[src/rtl/serial_add_sub.sv]
// Digit-serial adder/subtractor: WIDTH-bit a +/- b computed DIGIT bits per clock, LSB first,
// with carry/borrow and signed overflow flags under a start/done handshake.
module serial_add_sub #(
   parameter int unsigned WIDTH = 8,
   parameter int unsigned DIGIT = 1
) (
   input  logic             clk,
   input  logic             rst,
   input  logic             start,
   input  logic             mode,
   input  logic [WIDTH-1:0] a,
   input  logic [WIDTH-1:0] b,
   output logic             ready,
   output logic             busy,
   output logic             done,
   output logic [WIDTH-1:0] sum,
   output logic             carry,
   output logic             overflow
);

   localparam int unsigned Steps = (DIGIT == 0) ? 1 : WIDTH / DIGIT;
   localparam int unsigned CntW  = (Steps > 1) ? $clog2(Steps) : 1;

   if (WIDTH < 2 || DIGIT == 0 || (WIDTH % DIGIT) != 0) begin : g_bad_param
      $error("serial_add_sub: WIDTH must be >= 2 and a multiple of DIGIT");
   end

   typedef enum logic [1:0] {StIdle, StRun, StDone} state_e;

   state_e                 state_q;
   logic [WIDTH-1:0]       a_q, b_q, res_q;
   logic                   cy_q;
   logic [CntW-1:0]        cnt_q;

   logic [DIGIT-1:0]       a_dig, b_dig, d_sum;
   logic                   d_cout, d_ovf, last_step;
   logic [WIDTH+DIGIT-1:0] res_cat;

   assign a_dig = a_q[DIGIT-1:0];
   assign b_dig = b_q[DIGIT-1:0];
   assign {d_cout, d_sum} = {1'b0, a_dig} + {1'b0, b_dig} + {{DIGIT{1'b0}}, cy_q};
   // Result digits enter from the MSB side so the LSB digit ends up at bit 0.
   assign res_cat = {d_sum, res_q};
   // On the final digit, equal operand signs with a differing result sign is cin(MSB) ^ cout(MSB).
   assign d_ovf = (a_dig[DIGIT-1] == b_dig[DIGIT-1]) && (d_sum[DIGIT-1] != a_dig[DIGIT-1]);
   assign last_step = (cnt_q == CntW'(Steps - 1));

   assign ready = (state_q != StRun);
   assign busy  = (state_q == StRun);

   always_ff @(posedge clk) begin
      if (rst) begin
         state_q  <= StIdle;
         a_q      <= '0;
         b_q      <= '0;
         res_q    <= '0;
         cy_q     <= 1'b0;
         cnt_q    <= '0;
         done     <= 1'b0;
         sum      <= '0;
         carry    <= 1'b0;
         overflow <= 1'b0;
      end else begin
         done <= 1'b0;
         unique case (state_q)
            StIdle, StDone: begin
               if (start) begin
                  a_q     <= a;
                  b_q     <= mode ? ~b : b;
                  cy_q    <= mode;
                  cnt_q   <= '0;
                  state_q <= StRun;
               end else begin
                  state_q <= StIdle;
               end
            end
            StRun: begin
               a_q   <= a_q >> DIGIT;
               b_q   <= b_q >> DIGIT;
               res_q <= res_cat[WIDTH+DIGIT-1:DIGIT];
               cy_q  <= d_cout;
               cnt_q <= cnt_q + CntW'(1);
               if (last_step) begin
                  state_q  <= StDone;
                  done     <= 1'b1;
                  sum      <= res_cat[WIDTH+DIGIT-1:DIGIT];
                  carry    <= d_cout;
                  overflow <= d_ovf;
               end
            end
            default: state_q <= StIdle;
         endcase
      end
   end

endmodule

[config.mk]
export PLATFORM = sky130hd
export DESIGN_NAME = serial_add_sub
export DESIGN_NICKNAME = d
export VERILOG_FILES = /design/src/rtl/serial_add_sub.sv
export SDC_FILE = /design/constraint.sdc
export NUM_CORES = 1
export LEC_CHECK = 0
export CAP_MARGIN = 30
export CORE_MARGIN = 8
export CORE_UTILIZATION = 30
export CTS_CLUSTER_SIZE = 40
export DETAILED_ROUTE_END_ITERATION = 6
export GPL_TIMING_DRIVEN = 0
export PLACE_DENSITY = 0.47
export RECOVER_POWER = 50
export SLEW_MARGIN = 15
export SYNTH_ARGS = -nofsm -noshare
export SYNTH_HDL_FRONTEND = slang
export SYNTH_SLANG_ARGS = --single-unit
[constraint.sdc]
create_clock -name clk -period 3.13 [get_ports clk]
set_input_delay 0.4695 -clock clk [delete_from_list [all_inputs] [get_ports clk]]
set_output_delay 0.4695 -clock clk [all_outputs]
set_load 0.005 [all_outputs]
==> results of run 1 <==
==> cells by family after synthesis <==
kind of cell	Yosys count	synth area share (%)
multiplexers	1	0.580
AND/OR/NAND/NOR	67	19.1
XOR/XNOR	8	4.06
buffers and inverters	18	9.71
AO/OA/AOI/OAI	52	17.6
flip-flops	40	46.4
adder cells (fa/ha/maj)	3	2.61
==> synth_stat cells <==
| library cell | instances | area [sq um] |
|---|---|---|
| sky130_fd_sc_hd__nor3b_1 | 1 | 7.51 |
| sky130_fd_sc_hd__nor2b_2 | 1 | 8.76 |
| sky130_fd_sc_hd__mux2i_1 | 1 | 10.0 |
| sky130_fd_sc_hd__nand2_1 | 26 | 97.6 |
| sky130_fd_sc_hd__buf_8 | 2 | 30.0 |
| sky130_fd_sc_hd__nand2b_1 | 1 | 6.26 |
| sky130_fd_sc_hd__clkbuf_1 | 3 | 11.3 |
| sky130_fd_sc_hd__nor2_1 | 4 | 15.0 |
| sky130_fd_sc_hd__buf_6 | 7 | 78.8 |
| sky130_fd_sc_hd__fa_1 | 1 | 20.0 |
| sky130_fd_sc_hd__nor3_1 | 2 | 10.0 |
| sky130_fd_sc_hd__xor2_1 | 8 | 70.1 |
| sky130_fd_sc_hd__buf_2 | 2 | 10.0 |
| sky130_fd_sc_hd__a21oi_1 | 35 | 175 |
| sky130_fd_sc_hd__ha_1 | 2 | 25.0 |
| sky130_fd_sc_hd__dfxtp_1 | 40 | 801 |
| sky130_fd_sc_hd__buf_4 | 2 | 15.0 |
| sky130_fd_sc_hd__and3b_1 | 1 | 8.76 |
| sky130_fd_sc_hd__a22oi_1 | 15 | 113 |
| sky130_fd_sc_hd__nand2b_4 | 2 | 27.5 |
| sky130_fd_sc_hd__o21a_1 | 1 | 7.51 |
| sky130_fd_sc_hd__clkinv_4 | 1 | 8.76 |
| sky130_fd_sc_hd__a21oi_2 | 1 | 8.76 |
| sky130_fd_sc_hd__nand3_1 | 28 | 140 |
| sky130_fd_sc_hd__nand3b_1 | 1 | 7.51 |
| sky130_fd_sc_hd__clkbuf_8 | 1 | 13.8 |
==> power groups by stage <==
stage          combinational, mW  clock (mW)  sequential (mW)
2_1_floorplan              0.102           0            0.551
3_3_place_gp               0.155           0            0.555
3_5_place_dp               0.155           0            0.555
4_1_cts                    0.156       0.429            0.543
5_1_grt                    0.161       0.457            0.545
6_report                   0.145       0.413            0.542
==> worst paths after layout <==
kind                      endpoint  slack (ps)  cells past startpoint                    start
max reg2reg    sum[2]$_SDFFE_PP0P_        1500                      6    cnt_q[0]$_SDFFE_PP0P_
min reg2reg    sum[3]$_SDFFE_PP0P_         450                      2      sum[3]$_SDFFE_PP0P_
max                          ready         680                      4  state_q[0]$_SDFFE_PP0P_
min          res_q[6]$_SDFFE_PP0P_         410                      2                      rst
==> area by class of cell <==
cell class / instances / area, sq um / area share [%]
multi-input cells: 131 / 748 / 34.3
inverters: 1 / 8.76 / 0.401
clock inverters: 2 / 35.0 / 1.60
flip-flops and latches: 40 / 801 / 36.7
well taps: 72 / 90.1 / 4.13
clock buffers: 6 / 72.6 / 3.32
repair buffers: 30 / 300 / 13.8
plain buffers: 17 / 128 / 5.85
==> flip-flops by register name, summed over array words and instances (netlist names) <==
register,flops
state_q,2
overflow,1
carry,1
b_q,8
done,1
sum,8
cy_q,1
cnt_q,3
res_q,7
a_q,8
==> per-layer routing <==
metal / part of all wire (%) / GRT usage, % / up-vias / routed length (um)
met2: 45 / 16.3 / 25 / 1900
met4: 1.3 / 3.62 / 0 / 53
met3: 4.1 / 2.77 / 8 / 170
met1: 49 / 13.8 / 672 / 2070
met5: 0 / 0 / - / 0
li1: - / - / 735 / -
==> per-stage QoR <==
stage	std cells	setup slack [ps]	hold slack (ps)	instance area, sq um	utilization (%)
after global routing	299	552	395	2180	39.4
final	299	684	406	2180	39.4
after CTS	299	1030	394	2220	40.2
after detailed placement	291	1350	449	2120	38.2
after floorplan	189	1720	434	1730	-
after global placement	291	1360	444	2120	38.2
==> worst reg2reg max path, delay by kind of cell (launching register included) <==
kind | cells | cell delay, ps
fa+ha+maj | 2 | 400
compound gates | 1 | 160
flops | 1 | 330
buf+inv | 1 | 410
simple gates | 2 | 250
==> impl_table.tex, run 1 <==
\begin{tabular}{lr}
\hline
Metric & Value \\
\hline
\multicolumn{2}{l}{\textbf{Power}} \\
\quad Power consumption & 1.10 mW \\
\quad IR drop worst, VDD & 0.210 mV \\
\quad Switching Share & 24.1\% \\
\quad Share of power burned in the clock network & 37.6\% \\
\quad Power density over cell area & 504 nW/um\^{}2 \\
\quad Sw Pwr & 265 uW \\
\quad Internal & 835 uW \\
\quad Combinational power share & 13.2\% \\
\quad Sequential share of power & 49.3\% \\
\quad Leakage & 0.778 nW \\
\multicolumn{2}{l}{\textbf{CTS}} \\
\quad Clock input transition at the sequential cells of the worst setup and hold paths & 80 ps \\
\quad Clock tree from TritonCTS & yes \\
\quad Post\_cts resized & 0 \\
\quad CTS H-tree depth & 2 \\
\quad Buffer depth of the longest clock path & 2 \\
\quad Clock root buffer & sky130\_fd\_sc\_hd\_\_clkbuf\_8 \\
\quad Post-CTS setup buffer count & 0 \\
\quad Clock sinks & 40 \\
\quad Latest clock arrival within the worst-skew pair & 290 ps \\
\quad Clock buffer count from CTS & 5 \\
\quad Number of buffers added to fix hold violations after cts & 0 \\
\multicolumn{2}{l}{\textbf{Floorplan}} \\
\quad Starting density of the core & 31.2\% \\
\quad Number of top-level design ports & 33 \\
\quad Y dimension of the die & 91.9 um \\
\quad Site row count & 27 \\
\quad Die footprint & 8440 sq um \\
\quad Width of the die & 91.9 um \\
\quad Core Area & 5540 sq um \\
\multicolumn{2}{l}{\textbf{Global route}} \\
\quad Global-route wire length before repair & 7250 um \\
\quad Via count of the first global-routing pass & 1,463 \\
\quad Total gr overflow & 0 \\
\quad Pin count of the biggest net entering global routing & 13 \\
\quad Number of antenna violations at the first check in global routing & 0 \\
\quad Overall track demand over capacity in global routing & 10.6\% \\
\multicolumn{2}{l}{\textbf{STA}} \\
\quad Period utilisation layout & 78.1\% \\
\quad Highest attainable clock frequency & 409 MHz \\
\quad Min Tclk post-route & 2450 ps \\
\quad Setup skew after layout & 7.78 ps \\
\quad Final-report setup violation count & 0 \\
\quad Max Slew Vio Count & 0 \\
\quad Remaining max-slew budget at the tightest pin & 61.5\% \\
\quad Setup TNS & 0 ps \\
\quad Unrepaired setup endpoints after global routing & no \\
\quad Worst-Margin Slew & 577 ps \\
\quad Final count of hold timing violations & 0 \\
\multicolumn{2}{l}{\textbf{Final layout}} \\
\quad Antenna diode instance count & 0 \\
\quad Count of fill cells added during filler insertion & 598 \\
\quad Number of nets at the end of the flow & 249 \\
\quad Fraction of layout instances using a drive strength above 1 & 8.81\% \\
\quad Most common cell after layout, fill and taps aside & sky130\_fd\_sc\_hd\_\_dfxtp\_1 \\
\quad Synthesis-to-finish area growth & 26.4\% \\
\quad Leading cell types in the layout, fill and taps excluded & 40 x sky130\_fd\_sc\_hd\_\_dfxtp\_1, 35 x sky130\_fd\_sc\_hd\_\_a21oi\_1, 29 x sky130\_fd\_sc\_hd\_\_clkdlybuf4s50\_1 \\
\multicolumn{2}{l}{\textbf{Place}} \\
\quad Count of buffers from port buffering & 30 \\
\quad Post-detailed-placement half-perimeter wirelength & 2960 um \\
\quad Weighted congestion reported at the end of routability-driven placement & 0.692 \\
\multicolumn{2}{l}{\textbf{Logic synthesis}} \\
\quad Post-synth net total & 212 \\
\quad Share of synthesized area occupied by flip-flops and latches & 46.4\% \\
\quad Register bit total from synthesis & 40 \\
\quad Post-synthesis average cell area & 9.14 sq um \\
\quad Count of distinct cell types in the synthesized netlist & 26 \\
\quad Number of cells produced by synthesis & 189 \\
\quad Number of warnings reported in the yosys synthesis log & 0 \\
\quad Mapped Area & 1730 sq um \\
\multicolumn{2}{l}{\textbf{Outcome}} \\
\quad Run status & complete, no violations \\
\multicolumn{2}{l}{\textbf{Worst hold path}} \\
\quad Path type of the worst min-delay path & in -> reg \\
\multicolumn{2}{l}{\textbf{Setup path}} \\
\quad Top fanout value on the critical path & 10 \\
\quad Startpoint type of the worst setup path & register \\
\quad Crit-path leading delay family & buffers and inverters \\
\quad WP buf/inv & 3 \\
\quad Type of the setup path with the least slack & reg -> out \\
\quad Arrival time of data at the critical path endpoint & 1980 ps \\
\quad Crit end category & primary output \\
\quad Slowest-stage cell, CP & sky130\_fd\_sc\_hd\_\_clkdlybuf4s50\_1 \\
\quad Crit path largest cell delay & 510 ps \\
\quad Cells traversed along the worst timing path & nand2b\_1 > clkbuf\_1 > buf\_6 > clkdlybuf4s50\_1 \\
\quad Critical path required time & 2660 ps \\
\multicolumn{2}{l}{\textbf{Route}} \\
\quad Wirelength per Cell & 14.0 um \\
\quad Drt total wl & 4190 um \\
\quad Per-cell via count in the routed design & 4.82 \\
\quad Detailed-route via count & 1,440 \\
\quad Drt pass-1 iters & 4 \\
\quad Count of unresolved DRC violations after routing & 0 \\
\quad Detail Route Antenna Nets & 0 \\
\quad Iteration-0 DRC Markers & 115 \\
\multicolumn{2}{l}{\textbf{Job}} \\
\quad Total of max-cap violations & 0 \\
\hline
\end{tabular}
Power figures use the tool's default switching activity.
==> inputs of run 2 (changes only) <==
Settings changed: PLACE_DENSITY 0.47 to 0.49.
Clock period 3.13 ns to 2.25 ns, I/O delays scaled along.
==> run 2 against run 1 <==
Clock power is 11% higher. Worst setup slack worse by 470 ps. Sequential power rose by 39%.
==> impl_table.tex, run 2 (synthesized netlist as in run 1, its figures left out) <==
\begin{tabular}{lr}
\hline
Metric & Value \\
\hline
\multicolumn{2}{l}{\textbf{STA}} \\
\quad Unrepaired setup endpoints after global routing & no (unchanged) \\
\quad Final-report setup violation count & 0 (unchanged) \\
\quad Final count of hold timing violations & 0 (unchanged) \\
\quad Setup TNS & 0 ps (unchanged) \\
\quad Period utilisation layout & 90.6\% \\
\quad Highest attainable clock frequency & 491 MHz \\
\quad Max Slew Vio Count & 0 (unchanged) \\
\quad Setup skew after layout & 9.69 ps (was 7.78 ps) \\
\quad Worst-Margin Slew & 547 ps (was 577 ps) \\
\quad Min Tclk post-route & 2040 ps \\
\quad Remaining max-slew budget at the tightest pin & 63.5\% (was 61.5\%) \\
\multicolumn{2}{l}{\textbf{Setup path}} \\
\quad Register-to-register setup slack & 720 ps (was 1500 ps) \\
\quad FF-to-FF End & b\_q[6]\$\_SDFFE\_PP0P\_ (was sum[2]\$\_SDFFE\_PP0P\_) \\
\quad Top fanout value on the critical path & 10 (unchanged) \\
\quad Critical register-to-register path startpoint & state\_q[0]\$\_SDFFE\_PP0P\_ (was cnt\_q[0]\$\_SDFFE\_PP0P\_) \\
\quad Crit end category & primary output (unchanged) \\
\quad Type of the setup path with the least slack & reg -> out (unchanged) \\
\quad Startpoint type of the worst setup path & register (unchanged) \\
\quad Critical path required time & 1910 ps (was 2660 ps) \\
\quad Worst setup path endpoint & ready (unchanged) \\
\quad R2R depth & 5 (was 6) \\
\quad Arrival time of data at the critical path endpoint & 1700 ps (was 1980 ps) \\
\quad Launch point of the worst path & state\_q[1]\$\_SDFFE\_PP0P\_ (was state\_q[0]\$\_SDFFE\_PP0P\_) \\
\multicolumn{2}{l}{\textbf{Route}} \\
\quad Per-cell via count in the routed design & 4.83 (was 4.82) \\
\quad Drt pass-1 iters & 4 (unchanged) \\
\quad Detail Route Antenna Nets & 0 (unchanged) \\
\quad Iteration-0 DRC Markers & 46 (was 115) \\
\quad Wirelength per Cell & 14.0 um (about the same) \\
\quad Drt total wl & 4180 um (was 4190 um) \\
\quad Detailed-route via count & 1,440 (unchanged) \\
\quad Count of unresolved DRC violations after routing & 0 (unchanged) \\
\multicolumn{2}{l}{\textbf{Floorplan}} \\
\quad Starting density of the core & 31.2\% (unchanged) \\
\quad Core Area & 5540 sq um (unchanged) \\
\quad Width of the die & 91.9 um (unchanged) \\
\quad Y dimension of the die & 91.9 um (unchanged) \\
\quad Die footprint & 8440 sq um (unchanged) \\
\quad Number of top-level design ports & 33 (unchanged) \\
\quad Site row count & 27 (unchanged) \\
\multicolumn{2}{l}{\textbf{CTS}} \\
\quad Latest clock arrival within the worst-skew pair & 290 ps (about the same) \\
\quad Post-CTS setup buffer count & 0 (unchanged) \\
\quad Clock sinks & 40 (unchanged) \\
\quad Clock tree from TritonCTS & yes (unchanged) \\
\quad Clock buffer count from CTS & 5 (unchanged) \\
\quad Clock input transition at the sequential cells of the worst setup and hold paths & 80 ps (about the same) \\
\quad Number of buffers added to fix hold violations after cts & 0 (unchanged) \\
\quad Post\_cts resized & 0 (unchanged) \\
\quad Buffer depth of the longest clock path & 2 (unchanged) \\
\quad Clock root buffer & sky130\_fd\_sc\_hd\_\_clkbuf\_8 (unchanged) \\
\quad CTS H-tree depth & 2 (unchanged) \\
\multicolumn{2}{l}{\textbf{Global route}} \\
\quad Global-route wire length before repair & 7030 um (was 7250 um) \\
\quad Overall track demand over capacity in global routing & 10.2\% (was 10.6\%) \\
\quad Pin count of the biggest net entering global routing & 12 (was 13) \\
\quad Number of antenna violations at the first check in global routing & 0 (unchanged) \\
\quad Via count of the first global-routing pass & 1,445 (was 1,463) \\
\quad Total gr overflow & 0 (unchanged) \\
\multicolumn{2}{l}{\textbf{Outcome}} \\
\quad Run status & complete, no violations (unchanged) \\
\multicolumn{2}{l}{\textbf{Power}} \\
\quad IR drop worst, VDD & 0.278 mV (was 0.210 mV) \\
\quad Power consumption & 1.41 mW (was 1.10 mW) \\
\quad Leakage & 0.762 nW (was 0.778 nW) \\
\quad Power density over cell area & 655 nW/um\^{}2 (was 504 nW/um\^{}2) \\
\multicolumn{2}{l}{\textbf{Worst hold path}} \\
\quad Path type of the worst min-delay path & in -> reg (unchanged) \\
\multicolumn{2}{l}{\textbf{Final layout}} \\
\quad Number of nets at the end of the flow & 249 (unchanged) \\
\quad Most common cell after layout, fill and taps aside & sky130\_fd\_sc\_hd\_\_dfxtp\_1 (unchanged) \\
\quad Leading cell types in the layout, fill and taps excluded & 40 x sky130\_fd\_sc\_hd\_\_dfxtp\_1, 35 x sky130\_fd\_sc\_hd\_\_a21oi\_1, 29 x sky130\_fd\_sc\_hd\_\_clkdlybuf4s50\_1 (unchanged) \\
\quad Synthesis-to-finish area growth & 24.9\% (was 26.4\%) \\
\quad Fraction of layout instances using a drive strength above 1 & 8.41\% (was 8.81\%) \\
\quad Largest registers & a\_q: 8 flops, b\_q: 8 flops, sum: 8 flops (unchanged) \\
\quad Antenna diode instance count & 0 (unchanged) \\
\quad Number of standard cells in the final layout excluding fillers & 298 (was 299) \\
\multicolumn{2}{l}{\textbf{Place}} \\
\quad Weighted congestion reported at the end of routability-driven placement & 0.738 (was 0.692) \\
\quad Post-placement cell count & 291 (unchanged) \\
\quad Post-detailed-placement half-perimeter wirelength & 2910 um (was 2960 um) \\
\quad Count of buffers from port buffering & 30 (unchanged) \\
\multicolumn{2}{l}{\textbf{Job}} \\
\quad Total of max-cap violations & 0 (unchanged) \\
\hline
\end{tabular}
## run 2: stage by stage
stage / hold WS (ps) / util [%] / worst slack, ps / area [sq um]
final: 269 / 38.9 / 212 / 2160
after global placement: 444 / 38.2 / 611 / 2120
after floorplan: 434 / - / 842 / 1730
after CTS: 261 / 39.6 / 290 / 2190
after detailed placement: 448 / 38.2 / 621 / 2120
after global routing: 264 / 38.9 / 131 / 2160
## run 2: per-layer routing
layer  global-route usage [%]  up-vias  part of all wire (%)
met4                     3.62        0                   1.4
met2                     16.1       29                    44
met5                        0        -                     0
li1                         -      732                     -
met3                     3.83        8                   5.7
met1                     12.5      671                    48
## run 2: worst min-delay path by stage
stage,slack (ps),startpoint,to,cells after the start
floorplan,430,res_q[1]$_SDFFE_PP0P_,res_q[1]$_SDFFE_PP0P_,2
global placement,440,sum[1]$_SDFFE_PP0P_,sum[1]$_SDFFE_PP0P_,2
detailed placement,450,sum[2]$_SDFFE_PP0P_,sum[2]$_SDFFE_PP0P_,2
CTS,260,rst,res_q[2]$_SDFFE_PP0P_,2
global route,260,rst,res_q[4]$_SDFFE_PP0P_,2
finish,270,rst,res_q[5]$_SDFFE_PP0P_,2
## run 2: power breakdown
part | internal, mW | switching (mW) | total [mW]
logic | 0.0976 | 0.104 | 0.201
registers | 0.736 | 0.0180 | 0.754
clock network | 0.211 | 0.246 | 0.457
total | 1.04 | 0.368 | 1.41
## run 2: critical path, stage by stage, from the launching register on
cell	delay [ps]
sky130_fd_sc_hd__dfxtp_1	330
sky130_fd_sc_hd__nand2b_1	230
sky130_fd_sc_hd__buf_8	170
sky130_fd_sc_hd__buf_6	150
sky130_fd_sc_hd__clkdlybuf4s50_1	520
## run 2: final cells by class
type,instances,area [sq um]
Clock buffer,6,72.6
Buffer,17,131
Sequential cell,40,801
Inverter,1,8.76
Tap cell,72,90.1
Fill cell,597,3380
Timing Repair Buffer,30,300
Clock inverter,1,5.00
Multi-Input combinational cell,131,748
==> inputs of run 3 (changes only) <==
Settings changed: CORE_ASPECT_RATIO set to 1.4, HOLD_SLACK_MARGIN set to 0.02, MAX_ROUTING_LAYER set to met4.
==> run 3 against run 2 <==
Global-route usage up 0.50 points. Cell area grew 1.2%. Sequential power barely moved. Die area increased by 0.41%. Worst hold slack worse by 1.2 ps. Non-clock buffer count did not move. Cell count is 1.0% lower. Maximum frequency fell by 0.21%. Critical endpoint unchanged.
==> impl_table.tex, run 3 (synthesized netlist as in run 1, its figures left out) <==
\begin{tabular}{lr}
\hline
Metric & Value \\
\hline
\multicolumn{2}{l}{\textbf{Final layout}} \\
\quad Antenna diode instance count & 0 (unchanged) \\
\quad Sequential Area & 801 sq um (unchanged) \\
\quad Largest registers & a\_q: 8 flops, b\_q: 8 flops, sum: 8 flops (unchanged) \\
\quad Synthesis-to-finish area growth & 26.4\% (was 24.9\%) \\
\quad Leading cell types in the layout, fill and taps excluded & 40 x sky130\_fd\_sc\_hd\_\_dfxtp\_1, 35 x sky130\_fd\_sc\_hd\_\_a21oi\_1, 29 x sky130\_fd\_sc\_hd\_\_clkdlybuf4s50\_1 (unchanged) \\
\quad Number of standard cells in the final layout excluding fillers & 295 (was 298) \\
\quad Utilization after layout & 39.5\% (was 38.9\%) \\
\quad Number of nets at the end of the flow & 249 (unchanged) \\
\quad Footprint of the multi-input gates & 748 sq um (unchanged) \\
\quad Fraction of layout instances using a drive strength above 1 & 8.81\% (was 8.41\%) \\
\quad Most common cell after layout, fill and taps aside & sky130\_fd\_sc\_hd\_\_dfxtp\_1 (unchanged) \\
\quad Count of fill cells added during filler insertion & 583 (was 597) \\
\multicolumn{2}{l}{\textbf{Route}} \\
\quad Count of unresolved DRC violations after routing & 0 (unchanged) \\
\quad Drt pass-1 iters & 4 (unchanged) \\
\quad Drt total wl & 4150 um (was 4180 um) \\
\quad Detailed-route via count & 1,429 (was 1,440) \\
\quad Iteration-0 DRC Markers & 61 (was 46) \\
\quad Per-cell via count in the routed design & 4.84 (was 4.83) \\
\quad Detail Route Antenna Nets & 0 (unchanged) \\
\quad Wirelength per Cell & 14.1 um (was 14.0 um) \\
\multicolumn{2}{l}{\textbf{CTS}} \\
\quad Clock sinks & 40 (unchanged) \\
\quad CTS H-tree depth & 2 (unchanged) \\
\quad Buffer depth of the longest clock path & 2 (unchanged) \\
\quad Clock buffer count from CTS & 5 (unchanged) \\
\quad Post-CTS setup buffer count & 0 (unchanged) \\
\quad Clock tree from TritonCTS & yes (unchanged) \\
\quad Number of buffers added to fix hold violations after cts & 0 (unchanged) \\
\quad Clock root buffer & sky130\_fd\_sc\_hd\_\_clkbuf\_8 (unchanged) \\
\quad Latest clock arrival within the worst-skew pair & 290 ps (about the same) \\
\quad Clock input transition at the sequential cells of the worst setup and hold paths & 80 ps (about the same) \\
\quad Post\_cts resized & 0 (unchanged) \\
\multicolumn{2}{l}{\textbf{STA}} \\
\quad Setup skew after layout & 3.05 ps (was 9.69 ps) \\
\quad Min Tclk post-route & 2040 ps (about the same) \\
\quad Max Slew Vio Count & 0 (unchanged) \\
\quad Hold Worst Slack & 268 ps (was 269 ps) \\
\quad Setup TNS & 0 ps (unchanged) \\
\quad Final count of hold timing violations & 0 (unchanged) \\
\quad Unrepaired setup endpoints after global routing & no (unchanged) \\
\quad Worst-Margin Slew & 572 ps (was 547 ps) \\
\quad Period utilisation layout & 90.8\% (was 90.6\%) \\
\quad Final-report setup violation count & 0 (unchanged) \\
\quad Remaining max-slew budget at the tightest pin & 61.9\% (was 63.5\%) \\
\quad Highest attainable clock frequency & 490 MHz (was 491 MHz) \\
\multicolumn{2}{l}{\textbf{Place}} \\
\quad Count of buffers from port buffering & 30 (unchanged) \\
\quad Post-placement cell count & 287 (was 291) \\
\quad Weighted congestion reported at the end of routability-driven placement & 0.719 (was 0.738) \\
\quad Post-detailed-placement half-perimeter wirelength & 2980 um (was 2910 um) \\
\multicolumn{2}{l}{\textbf{Outcome}} \\
\quad Run status & complete, no violations (unchanged) \\
\multicolumn{2}{l}{\textbf{Setup path}} \\
\quad Arrival time of data at the critical path endpoint & 1700 ps (about the same) \\
\quad Top fanout value on the critical path & 10 (unchanged) \\
\quad Type of the setup path with the least slack & reg -> out (unchanged) \\
\quad Startpoint type of the worst setup path & register (unchanged) \\
\quad Critical path required time & 1910 ps (about the same) \\
\quad Crit end category & primary output (unchanged) \\
\multicolumn{2}{l}{\textbf{Floorplan}} \\
\quad Core Area & 5530 sq um (was 5540 sq um) \\
\quad Starting density of the core & 31.3\% (was 31.2\%) \\
\quad Y dimension of the die & 106 um (was 91.9 um) \\
\quad Die footprint & 8470 sq um (was 8440 sq um) \\
\quad Width of the die & 80.1 um (was 91.9 um) \\
\quad Site row count & 32 (was 27) \\
\quad Number of top-level design ports & 33 (unchanged) \\
\multicolumn{2}{l}{\textbf{Global route}} \\
\quad Pin count of the biggest net entering global routing & 13 (was 12) \\
\quad Overall track demand over capacity in global routing & 10.7\% (was 10.2\%) \\
\quad Number of antenna violations at the first check in global routing & 0 (unchanged) \\
\quad Total gr overflow & 0 (unchanged) \\
\quad Global-route wire length before repair & 7090 um (was 7030 um) \\
\quad Via count of the first global-routing pass & 1,464 (was 1,445) \\
\multicolumn{2}{l}{\textbf{Power}} \\
\quad IR drop worst, VDD & 0.340 mV (was 0.278 mV) \\
\quad Leakage & 0.777 nW (was 0.762 nW) \\
\quad Power density over cell area & 705 nW/um\^{}2 (was 655 nW/um\^{}2) \\
\quad Power consumption & 1.54 mW (was 1.41 mW) \\
\multicolumn{2}{l}{\textbf{Worst hold path}} \\
\quad Path type of the worst min-delay path & in -> reg (unchanged) \\
\multicolumn{2}{l}{\textbf{Job}} \\
\quad Total of max-cap violations & 0 (unchanged) \\
\hline
\end{tabular}
==> run 3: changes by cell type in the layout (fill, tap and decap cells not counted) <==
| cell | previous run | this run |
|---|---|---|
| sky130_fd_sc_hd__bufinv_16 | 0 | 1 |
==> run 3: metal layers <==
| metal | global-route usage [%] | vias up | wire, um |
|---|---|---|---|
| li1 | - | 734 | - |
| met1 | 13.2 | 664 | 1950 |
| met2 | 16.5 | 26 | 1940 |
| met3 | 3.32 | 5 | 207 |
| met4 | 2.74 | 0 | 44 |
| met5 | - | - | 0 |
==> run 3: area by class of cell <==
cell class / count / share of cell area (%)
Clock inverter: 2 / 1.61
Buffer: 17 / 6.02
Tap cell: 68 / 3.90
Inverter: 1 / 0.401
Clock buffer: 6 / 3.33
Multi-Input combinational cell: 131 / 34.3
Sequential cell: 40 / 36.7
Timing Repair Buffer: 30 / 13.8
==> run 3: power breakdown <==
group	leakage, nW	internal [mW]	switching [mW]
sequential	0.325	0.736	0.0185
combinational	0.396	0.0976	0.105
clock	0.0552	0.329	0.252
==> run 3: critical path, stage by stage, from the launching register on <==
cell                              delay [ps]
sky130_fd_sc_hd__dfxtp_1                 330
sky130_fd_sc_hd__nand2b_1                250
sky130_fd_sc_hd__buf_8                   180
sky130_fd_sc_hd__buf_6                   150
sky130_fd_sc_hd__clkdlybuf4s50_1         510
==> run 3: worst paths after layout <==
path	startpoint	end	slack [ps]	cells after the start
hold reg to reg	sum[4]$_SDFFE_PP0P_	sum[4]$_SDFFE_PP0P_	460	2
hold / removal	rst	res_q[1]$_SDFFE_PP0P_	270	2
setup / recovery	state_q[1]$_SDFFE_PP0P_	ready	210	4
setup reg to reg	state_q[0]$_SDFFE_PP0P_	b_q[5]$_SDFFE_PP0P_	700	5
==> run 3: metrics by stage <==
stage                     area [sq um]  setup WS, ps
after global routing              2180           126
after floorplan                   1730           842
final                             2180           208
after detailed placement          2110           609
after global placement            2110           596
after CTS                         2220           308
